===== src/rtl/ialu_mul_ctrl.sv =====
// ialu_mul_ctrl: shift-and-add multiply sequencer for the execute stage, stalls while running, then issues one write
//   ports: clock/reset (sync, active-high); in_act_ialu_mul request, in_flush abort, in_src1/in_src2 operands,
//   in_res_reg_idx destination; out_stall hold upstream, out_busy registered RUN|DONE, out_res low-half product,
//   out_act_write_res_to_reg one-cycle strobe, out_res_reg_idx destination of the result
module ialu_mul_ctrl #(
  parameter int IALU_WORD_WIDTH = 16,
  parameter int REG_IDX_WIDTH = 4,
  parameter int CNT_WIDTH = 5
) (
  input  logic                       clock,
  input  logic                       reset,
  input  logic                       in_act_ialu_mul,
  input  logic                       in_flush,
  input  logic [IALU_WORD_WIDTH-1:0] in_src1,
  input  logic [IALU_WORD_WIDTH-1:0] in_src2,
  input  logic [REG_IDX_WIDTH-1:0]   in_res_reg_idx,
  output logic                       out_stall,
  output logic                       out_busy,
  output logic [IALU_WORD_WIDTH-1:0] out_res,
  output logic                       out_act_write_res_to_reg,
  output logic [REG_IDX_WIDTH-1:0]   out_res_reg_idx
);
  typedef enum logic [1:0] {IDLE, RUN, DONE} state_t;
  localparam logic [CNT_WIDTH-1:0] LAST = CNT_WIDTH'(IALU_WORD_WIDTH - 1);
  state_t state, state_nxt;
  logic [IALU_WORD_WIDTH-1:0] mcand, mplier, acc;
  logic [CNT_WIDTH-1:0] cnt;
  logic [REG_IDX_WIDTH-1:0] idx;
  logic start;
  assign start = (state == IDLE) & in_act_ialu_mul & ~in_flush;
  // DONE always returns to IDLE so the still-held request cannot retrigger
  always_comb
    state_nxt = in_flush ? IDLE :
                (state == IDLE) ? (start ? RUN : IDLE) :
                (state == RUN) ? ((cnt == LAST) ? DONE : RUN) : IDLE;
  always_ff @(posedge clock) begin
    if (reset) begin
      state <= IDLE;
      out_busy <= 1'b0;
      mcand <= '0;
      mplier <= '0;
      acc <= '0;
      cnt <= '0;
      idx <= '0;
    end else begin
      state <= state_nxt;
      out_busy <= state_nxt != IDLE;
      if (start) begin
        mcand <= in_src1;
        mplier <= in_src2;
        idx <= in_res_reg_idx;
        acc <= '0;
        cnt <= '0;
      end else if (state == RUN) begin
        if (mplier[0]) acc <= acc + mcand;
        mcand <= mcand << 1;
        mplier <= mplier >> 1;
        cnt <= cnt + 1'b1;
      end
    end
  end
  assign out_stall = start | ((state == RUN) & ~in_flush);
  assign out_act_write_res_to_reg = (state == DONE) & ~in_flush;
  assign out_res = (state == DONE) ? acc : '0;
  assign out_res_reg_idx = (state == DONE) ? idx : '0;
endmodule


===== config.mk =====
export PLATFORM = sky130hd
export DESIGN_NAME = ialu_mul_ctrl
export DESIGN_NICKNAME = d
export VERILOG_FILES = /design/src/rtl/ialu_mul_ctrl.sv
export SDC_FILE = /design/constraint.sdc
export NUM_CORES = 1
export LEC_CHECK = 0
export CAP_MARGIN = 30
export CORE_ASPECT_RATIO = 1.5
export CORE_MARGIN = 1
export CORE_UTILIZATION = 45
export DETAILED_ROUTE_END_ITERATION = 12
export PLACE_DENSITY = 0.77
export SLEW_MARGIN = 15
export SYNTH_ARGS = -nofsm -noshare
export SYNTH_HDL_FRONTEND = slang
export SYNTH_SLANG_ARGS = --single-unit
export TNS_END_PERCENT = 1

===== constraint.sdc =====
create_clock -name clock -period 2.6 [get_ports clock]
set_input_delay 0.78 -clock clock [delete_from_list [all_inputs] [get_ports clock]]
set_output_delay 0.78 -clock clock [all_outputs]
set_load 0.02 [all_outputs]

* Word-level counts from Yosys, hierarchy flattened
Cells that the tools add are included.
Word-level totals: register bits 60, bits of input ports 40, logic and storage cells 34
Cells by class: add/sub/neg operators 2, eq/ne operators 3, mux-type cells 11, bitwise gates (word level) 6, reduce and logical (&&, ||, !) cells 5
Operators with widths (count):
- $mux W16 | 5
- $add A16 B16 Y16 | 1
- $mux W2 | 4
- $add A5 B1 Y5 const B | 1
- $eq A5 B4 Y1 const B | 1
- $and A1 B1 Y1 | 4
- $mux W4 | 1
- $reduce_bool A2 Y1 | 2
- $eq A2 B1 Y1 const B | 1
- $eq A2 B2 Y1 const B | 1
- $logic_not A2 Y1 | 1
- $reduce_and A2 Y1 | 1
- $reduce_or A2 Y1 | 1
- $mux W1 | 1
- $not A1 Y1 | 1
- $or A1 B1 Y1 | 1

* Depth between registers and ports, before layout
Gate-level depths: netlist of run 1.
word-level depth 7, gate-level depth with buffers 8, depth with buffers taken out 8

* Least setup slack after synthesis of run 1
OpenSTA, ideal clock, no wires.
kind register -> register, start reg mcand[0], end reg acc[14], setup time 0.120 ns, arrival 1.980 ns, data required time 2.480 ns, setup slack 0.500 ns, stages on the path, launching flop included 9, path buffers 0, clock period less this slack 2.100 ns, path through dfxtp_1 > ha_1 > fa_1 > a211oi_1 > o21bai_1 > o21a_1 > a221oi_1 > or4_1 > nand3_1
Between the ends: word-level cells in the longest chain between the ends 1
RTL lines:
- start: declaration | line 26 | logic [IALU_WORD_WIDTH-1:0] mcand, mplier, acc;
- start signal: assignment | line 49 | mcand <= in_src1;
- start signal: assignment | line 56 | mcand <= mcand << 1;
- $add A16 B16 Y16 | line 55 | if (mplier[0]) acc <= acc + mcand;
- end signal: assignment | line 55
- end: declaration | line 26
Every way passes these cells. A chain may end at the register's enable or synchronous reset.

* Worst setup path after layout of run 1
start in in_act_ialu_mul, end out out_stall
Between the ends: word-level cells in the longest chain between the ends 3
RTL lines:
- start: declaration | line 12 | input logic in_act_ialu_mul,
- $and A1 B1 Y1 (2 in series) | line 30 | assign start = (state == IDLE) & in_act_ialu_mul & ~in_flush;
- $or A1 B1 Y1 | line 62 | assign out_stall = start | ((state == RUN) & ~in_flush);
- end: declaration | line 17 | output logic out_stall,
Every way passes these cells.

==> results of run 1 <==
[logic make-up (layout without fill, tap and decap cells)]
family	count (synthesis)	in the layout	synth area share, %
simple gates	133	133	20.9
compound gates	96	96	24.6
flops	60	60	39.2
buf+inv	26	99	3.60
fa+ha+maj	18	18	7.60
xor+xnor	12	12	3.43
mux	2	2	0.654
[cell type report]
type | instances | share of cell area, %
flip-flops and latches | 60 | 30.0
multi-input cells | 261 | 44.1
well taps | 76 | 2.37
clock inverters | 5 | 1.31
repair buffers | 79 | 18.6
clock buffers | 11 | 3.28
inverters | 4 | 0.375
[metal layers]
layer | vias up | part of all wire (%)
met1 | 1377 | 42
met5 | - | 0
met4 | 0 | 2.1
met2 | 77 | 52
li1 | 1434 | -
met3 | 14 | 4.2
[layout by cell type (no fill, tap or decap), drive strengths merged, types with 2 or more instances in the layout]
cell type	instances
o21ai	9
and2	22
buf	18
or3	3
o21bai	3
dfxtp	60
clkdlybuf4s50	41
a22oi	2
dlygate4sd2	20
nand4	2
nor2	47
ha	17
or4	2
nand3	7
inv	4
clkbuf	11
a211oi	4
a211o	2
nand2	33
nor2b	6
a21o	2
o21a	4
xnor2	9
a41oi	2
a222oi	30
a21oi	27
nor3	4
xor2	3
mux2i	2
and3	2
clkinv	3
[registers in the layout, summed over array words and instances, names as in the netlist]
name and count:
state 2, cnt 5, mcand 16, idx 4, out_busy 1, acc 16
mplier 16
[worst register-to-register path: cells and delay by family (launching register included)]
| kind | cells | cell delay (ns) |
|---|---|---|
| fa+ha+maj | 2 | 0.66 |
| compound gates | 4 | 1.06 |
| simple gates | 2 | 0.22 |
| flops | 1 | 0.33 |
[power by group through the flow]
stage | logic [mW] | registers [mW] | clock network [mW]
after detailed placement | 0.239 | 0.993 | 0
final | 0.238 | 0.973 | 0.803
after floorplan | 0.125 | 0.987 | 0
after CTS | 0.240 | 0.973 | 0.814
after global routing | 0.261 | 0.976 | 0.857
after global placement | 0.232 | 0.993 | 0
[per-stage QoR]
step / util (%) / cells
4_1_cts: 61.5 / 496
2_1_floorplan: - / 347
6_report: 61.4 / 496
5_1_grt: 61.4 / 496
3_3_place_gp: 58.9 / 480
3_5_place_dp: 58.9 / 480
[what timing repair did]
action | 4_1_cts | 5_1_grt
resized for setup | 26 | 1
pin swaps | 0 | 0
hold buffers | 0 | 0
gates cloned | 0 | 0
setup endpoints to repair | 21 | 1
[how the worst min path moves through the flow]
stage / to / start / cells past startpoint / slack [ns]
floorplan: idx[0] / idx[0] / 2 / 0.43
global placement: idx[1] / idx[1] / 2 / 0.44
detailed placement: idx[3] / idx[3] / 2 / 0.45
CTS: idx[3] / idx[3] / 2 / 0.46
global route: idx[2] / idx[2] / 2 / 0.48
finish: idx[1] / idx[1] / 2 / 0.45
==> impl_metrics.tcl, run 1 <==
set metrics [dict create \
    leakage_nw 1.67 \
    worstSetupStartpoint "in_act_ialu_mul" \
    timing.hold.ws_ns 0.453 \
    drc_errors 0 \
    crit_family "buffers and inverters" \
    yosys.area.top_type "dfxtp_1" \
    use_met1_pct 24.3 \
    antennaDiodeCount 0 \
    critPathMaxStageDelay_ns 0.48 \
    setup_viol 0 \
    synth_warnings 0 \
    finalHoldViolCount 0 \
    rows 36 \
    dieArea_um2 7140 \
    power.density_nw_per_um2 503 \
    final_nets 473 \
    end_kind "output port" \
    setup_tns_ns 0 \
    rsz0062_at_grt "no" \
    ys_seq_elements 60 \
    start_util_pct 46.9 \
    seqPwrFrac_pct 48.3 \
    async_reset_ff_share_pct 0 \
    cap_violations 0 \
    vias_per_cell 5.85 \
    cts_num_sinks 60 \
    synth_top_flop_cell "dfxtp_1" \
    slew_headroom_pct 65.2 \
    area_delta_synth_final_pct 30.9 \
    worst_skew_pair.late_latency_ns 0.35 \
    internal-power_mw 1.51 \
    cp-start-kind "input pin" \
    fp.dieW_um 69.4 \
    critPathArrivalTime_ns 1.72 \
    comb_power_share_pct 11.8 \
    r2r-start "mcand[0]" \
    gp_congestion 0.914 \
    outcome "completed" \
    crit_buf_inv 2 \
    grtUsageMet3_pct 4.69 \
    track_usage_pct 22.7 \
    holdCritPathClass "flip-flop to flip-flop" \
    power.share.clock_pct 39.8 \
    numPortBuffers 62 \
    synth_cell_types 52 \
    cts-buffers-inserted 9 \
    pin_count 63 \
    drtIter0Drc 293 \
    fin_skew_ns 0.0113 \
    routedWlPerCell_um 15.6 \
    power_mw 2.01 \
    synth_fp_nets 405 \
    multi_input_area_um2 1770 \
    rr_endpoint "acc[14]" \
    dp_hpwl_um 5550 \
    dr.pass1.iters 5 \
    slowest_stage "clkdlybuf4s50_1" \
    grt_busiest_layer "met2" \
    wirelength_um 7750 \
    ctsRootBufferMaster "clkbuf_8" \
    drtAntennaViolNets 0 \
    antenna_found_initial 0 \
    seq_area_um2 1200 \
    max-vdd-ir-drop_mv 0.423 \
    use_met2_pct 42.2 \
    syn-cell-area_um2 3060 \
    rrSetupSlack_ns 0.23 \
    fmax_mhz 400 \
    drive_gt1_share_pct 10.2 \
    min_period_ns 2.50 \
    grt_overflow 0 \
    die_h_um 103 \
    dp_slack_ns -0.325 \
    num_vias 2902 \
    finalMaxSlewViolations 0 \
    grt_pass1_vias 2817 \
    synth.top_cell.area_share_pct 39.2 \
    synth_edf_count 0 \
    swShare_pct 24.8 \
    cp_cell_sequence "clkdlybuf4s50_1 > nor2_1 > nor3_1 > buf_2" \
    synth_most_common_cell "dfxtp_1" \
    design_area_um2 4010 \
    finalWorstSetupSlack_ns 0.0973 \
    cp.required_ns 1.82 \
    grt_pass1_wl_um 12700 \
    cts_tree "built" \
    synthCells 347 \
    cp-endpoint "out_stall" \
    path_clk_slew_ns 0.06 \
    reg2reg_depth 8 \
    worst-path-stages 4 \
    synthTopCellsByCount "dfxtp_1, nor2_1, nand2_1" \
    critPathMaxFanout 2 \
    synth_area_leaders "dfxtp_1, a222oi_1, ha_1" \
    cts.htree.levels 3 \
    coreArea_um2 6530 \
    nFillCells 569 \
    cts_setup_buffers 0 \
    avgSynthCellArea_um2 8.82 \
    path_class "input pin to output port" \
    worst_pin_slew_ns 0.521 \
    place_area_um2 3850 \
    yosysSeqAreaShare_pct 39.2 \
    clockBufferDepth 2 \
    grt_max_degree 35 \
    switchingPower_mw 0.500 \
    fin_crit_sh_pct 96.3 \
]
Power figures use the tool's default switching activity.
==> inputs of run 2 (changes only) <==
Settings changed: CORE_UTILIZATION 45 to 40, PLACE_DENSITY 0.77 to 0.7, SLEW_MARGIN 15 to not set.
==> impl_metrics.tcl, run 2 (synthesis results as in run 1) <==
set metrics [dict create \
    outcome "completed" \
    cp-start-kind "input pin" \
    dp_slack_ns -0.430 \
    mostFrequentLayoutCell "dfxtp_1" \
    finalHoldViolCount 0 \
    power.density_nw_per_um2 523 \
    cp_cell_sequence "clkdlybuf4s50_1 > buf_4 > nor2b_1 > clkbuf_2" \
    grt_max_degree 35 \
    drc_errors 0 \
    finalWorstSetupSlack_ns 0.139 \
    drive_gt1_share_pct 10.5 \
    rsz0062_at_grt "no" \
    dieArea_um2 8020 \
    cts-buffers-inserted 9 \
    numPortBuffers 62 \
    place_area_um2 3850 \
    largestRegisters "acc x16, mcand x16, mplier x16" \
    worst_pin_slew_ns 0.560 \
    post-place-cells 502 \
    layout_common_cells "dfxtp_1, nor2_1, clkdlybuf4s50_1, nand2_1, a222oi_1" \
    min_period_ns 2.46 \
    finalMaxSlewViolations 0 \
    path_clk_slew_ns 0.07 \
    fin_skew_ns 0.00988 \
    vias_per_cell 5.63 \
    grt_pass1_vias 2812 \
    rows 38 \
    antennaDiodeCount 0 \
    pin_count 63 \
    design_area_um2 4090 \
    path_class "input pin to output port" \
    track_usage_pct 20.7 \
    end_kind "output port" \
    worst_skew_pair.late_latency_ns 0.34 \
    final_cells 518 \
    grt_pass1_wl_um 12800 \
    cap_violations 0 \
    ctsRootBufferMaster "clkbuf_8" \
    power_mw 2.14 \
    cts_tree "built" \
    antenna_found_initial 0 \
    critPathMaxStageDelay_ns 0.44 \
    grt_overflow 0 \
    fmax_mhz 406 \
    drtIter0Drc 303 \
    critPathArrivalTime_ns 1.68 \
    critPathMaxFanout 6 \
    dr.pass1.iters 8 \
    final_nets 471 \
    die_h_um 109 \
    setup_tns_ns 0 \
    start_util_pct 41.8 \
    area_delta_synth_final_pct 33.7 \
    slew_headroom_pct 62.6 \
    routedWlPerCell_um 14.9 \
    num_vias 2914 \
    setup_viol 0 \
    max-vdd-ir-drop_mv 0.599 \
    cts.htree.levels 3 \
    wirelength_um 7740 \
    slowest_stage "clkdlybuf4s50_1" \
    fp.dieW_um 73.4 \
    fin_crit_sh_pct 94.6 \
    dp_hpwl_um 5480 \
    coreArea_um2 7320 \
    drtAntennaViolNets 0 \
    cts_num_sinks 60 \
    holdCritPathClass "flip-flop to flip-flop" \
    cp.required_ns 1.82 \
    clockBufferDepth 2 \
    cts_hold_buf 0 \
    gp_congestion 0.888 \
    leakage_nw 1.86 \
]
## run 2: changes by cell type in the layout (fill, tap and decap cells not counted), moves of 2 or more
cell            previous run  this run
dlygate4sd2_1             20         7
dlymetal6s2s_1             0        13
clkbuf_1                   2         0
clkinv_4                   0         3
clkinv_2                   3         0
## run 2: final timing paths
check	cells after the start	from	end	slack, ns
max reg2reg	8	mcand[0]	acc[14]	0.22
max	4	in_flush	out_act_write_res_to_reg	0.14
min reg2reg	2	idx[3]	idx[3]	0.45
min	2	idx[3]	idx[3]	0.45
## run 2: through the flow
step	util [%]	hold WS, ns
3_3_place_gp	52.6	0.440
6_report	55.9	0.455
3_5_place_dp	52.6	0.444
5_1_grt	55.9	0.481
2_1_floorplan	-	0.432
4_1_cts	55.6	0.454
## run 2: repair_timing
action                                  in CTS  in global routing
buffers inserted                             0                  0
resized for setup                           13                 16
endpoints found under the setup margin       9                 15
## run 2: area by class of cell
type | instances | area (um2)
Multi-Input combinational cell | 261 | 1770
Fill cell | 695 | 3230
Inverter | 4 | 15.0
Clock inverter | 7 | 101
Sequential cell | 60 | 1200
Clock buffer | 9 | 124
Timing Repair Buffer | 77 | 759
Tap cell | 100 | 125
## run 2: critical path: cells and delay by family
family / cells / cell delay (ns)
buf+inv: 3 / 0.78
simple gates: 1 / 0.11
## run 2: power by group
group | internal [mW] | switching (mW) | total (mW)
Clock | 0.544 | 0.397 | 0.941
Sequential | 0.950 | 0.0227 | 0.972
Combinational | 0.120 | 0.109 | 0.230
## run 2: layer usage
metal | GRT usage [%] | share of wire (%) | vias up
li1 | - | - | 1425
met1 | 24.1 | 41 | 1400
met2 | 36.8 | 53 | 82
met3 | 4.62 | 4.8 | 7
met4 | 7.28 | 1.2 | 0
met5 | 0 | 0 | -
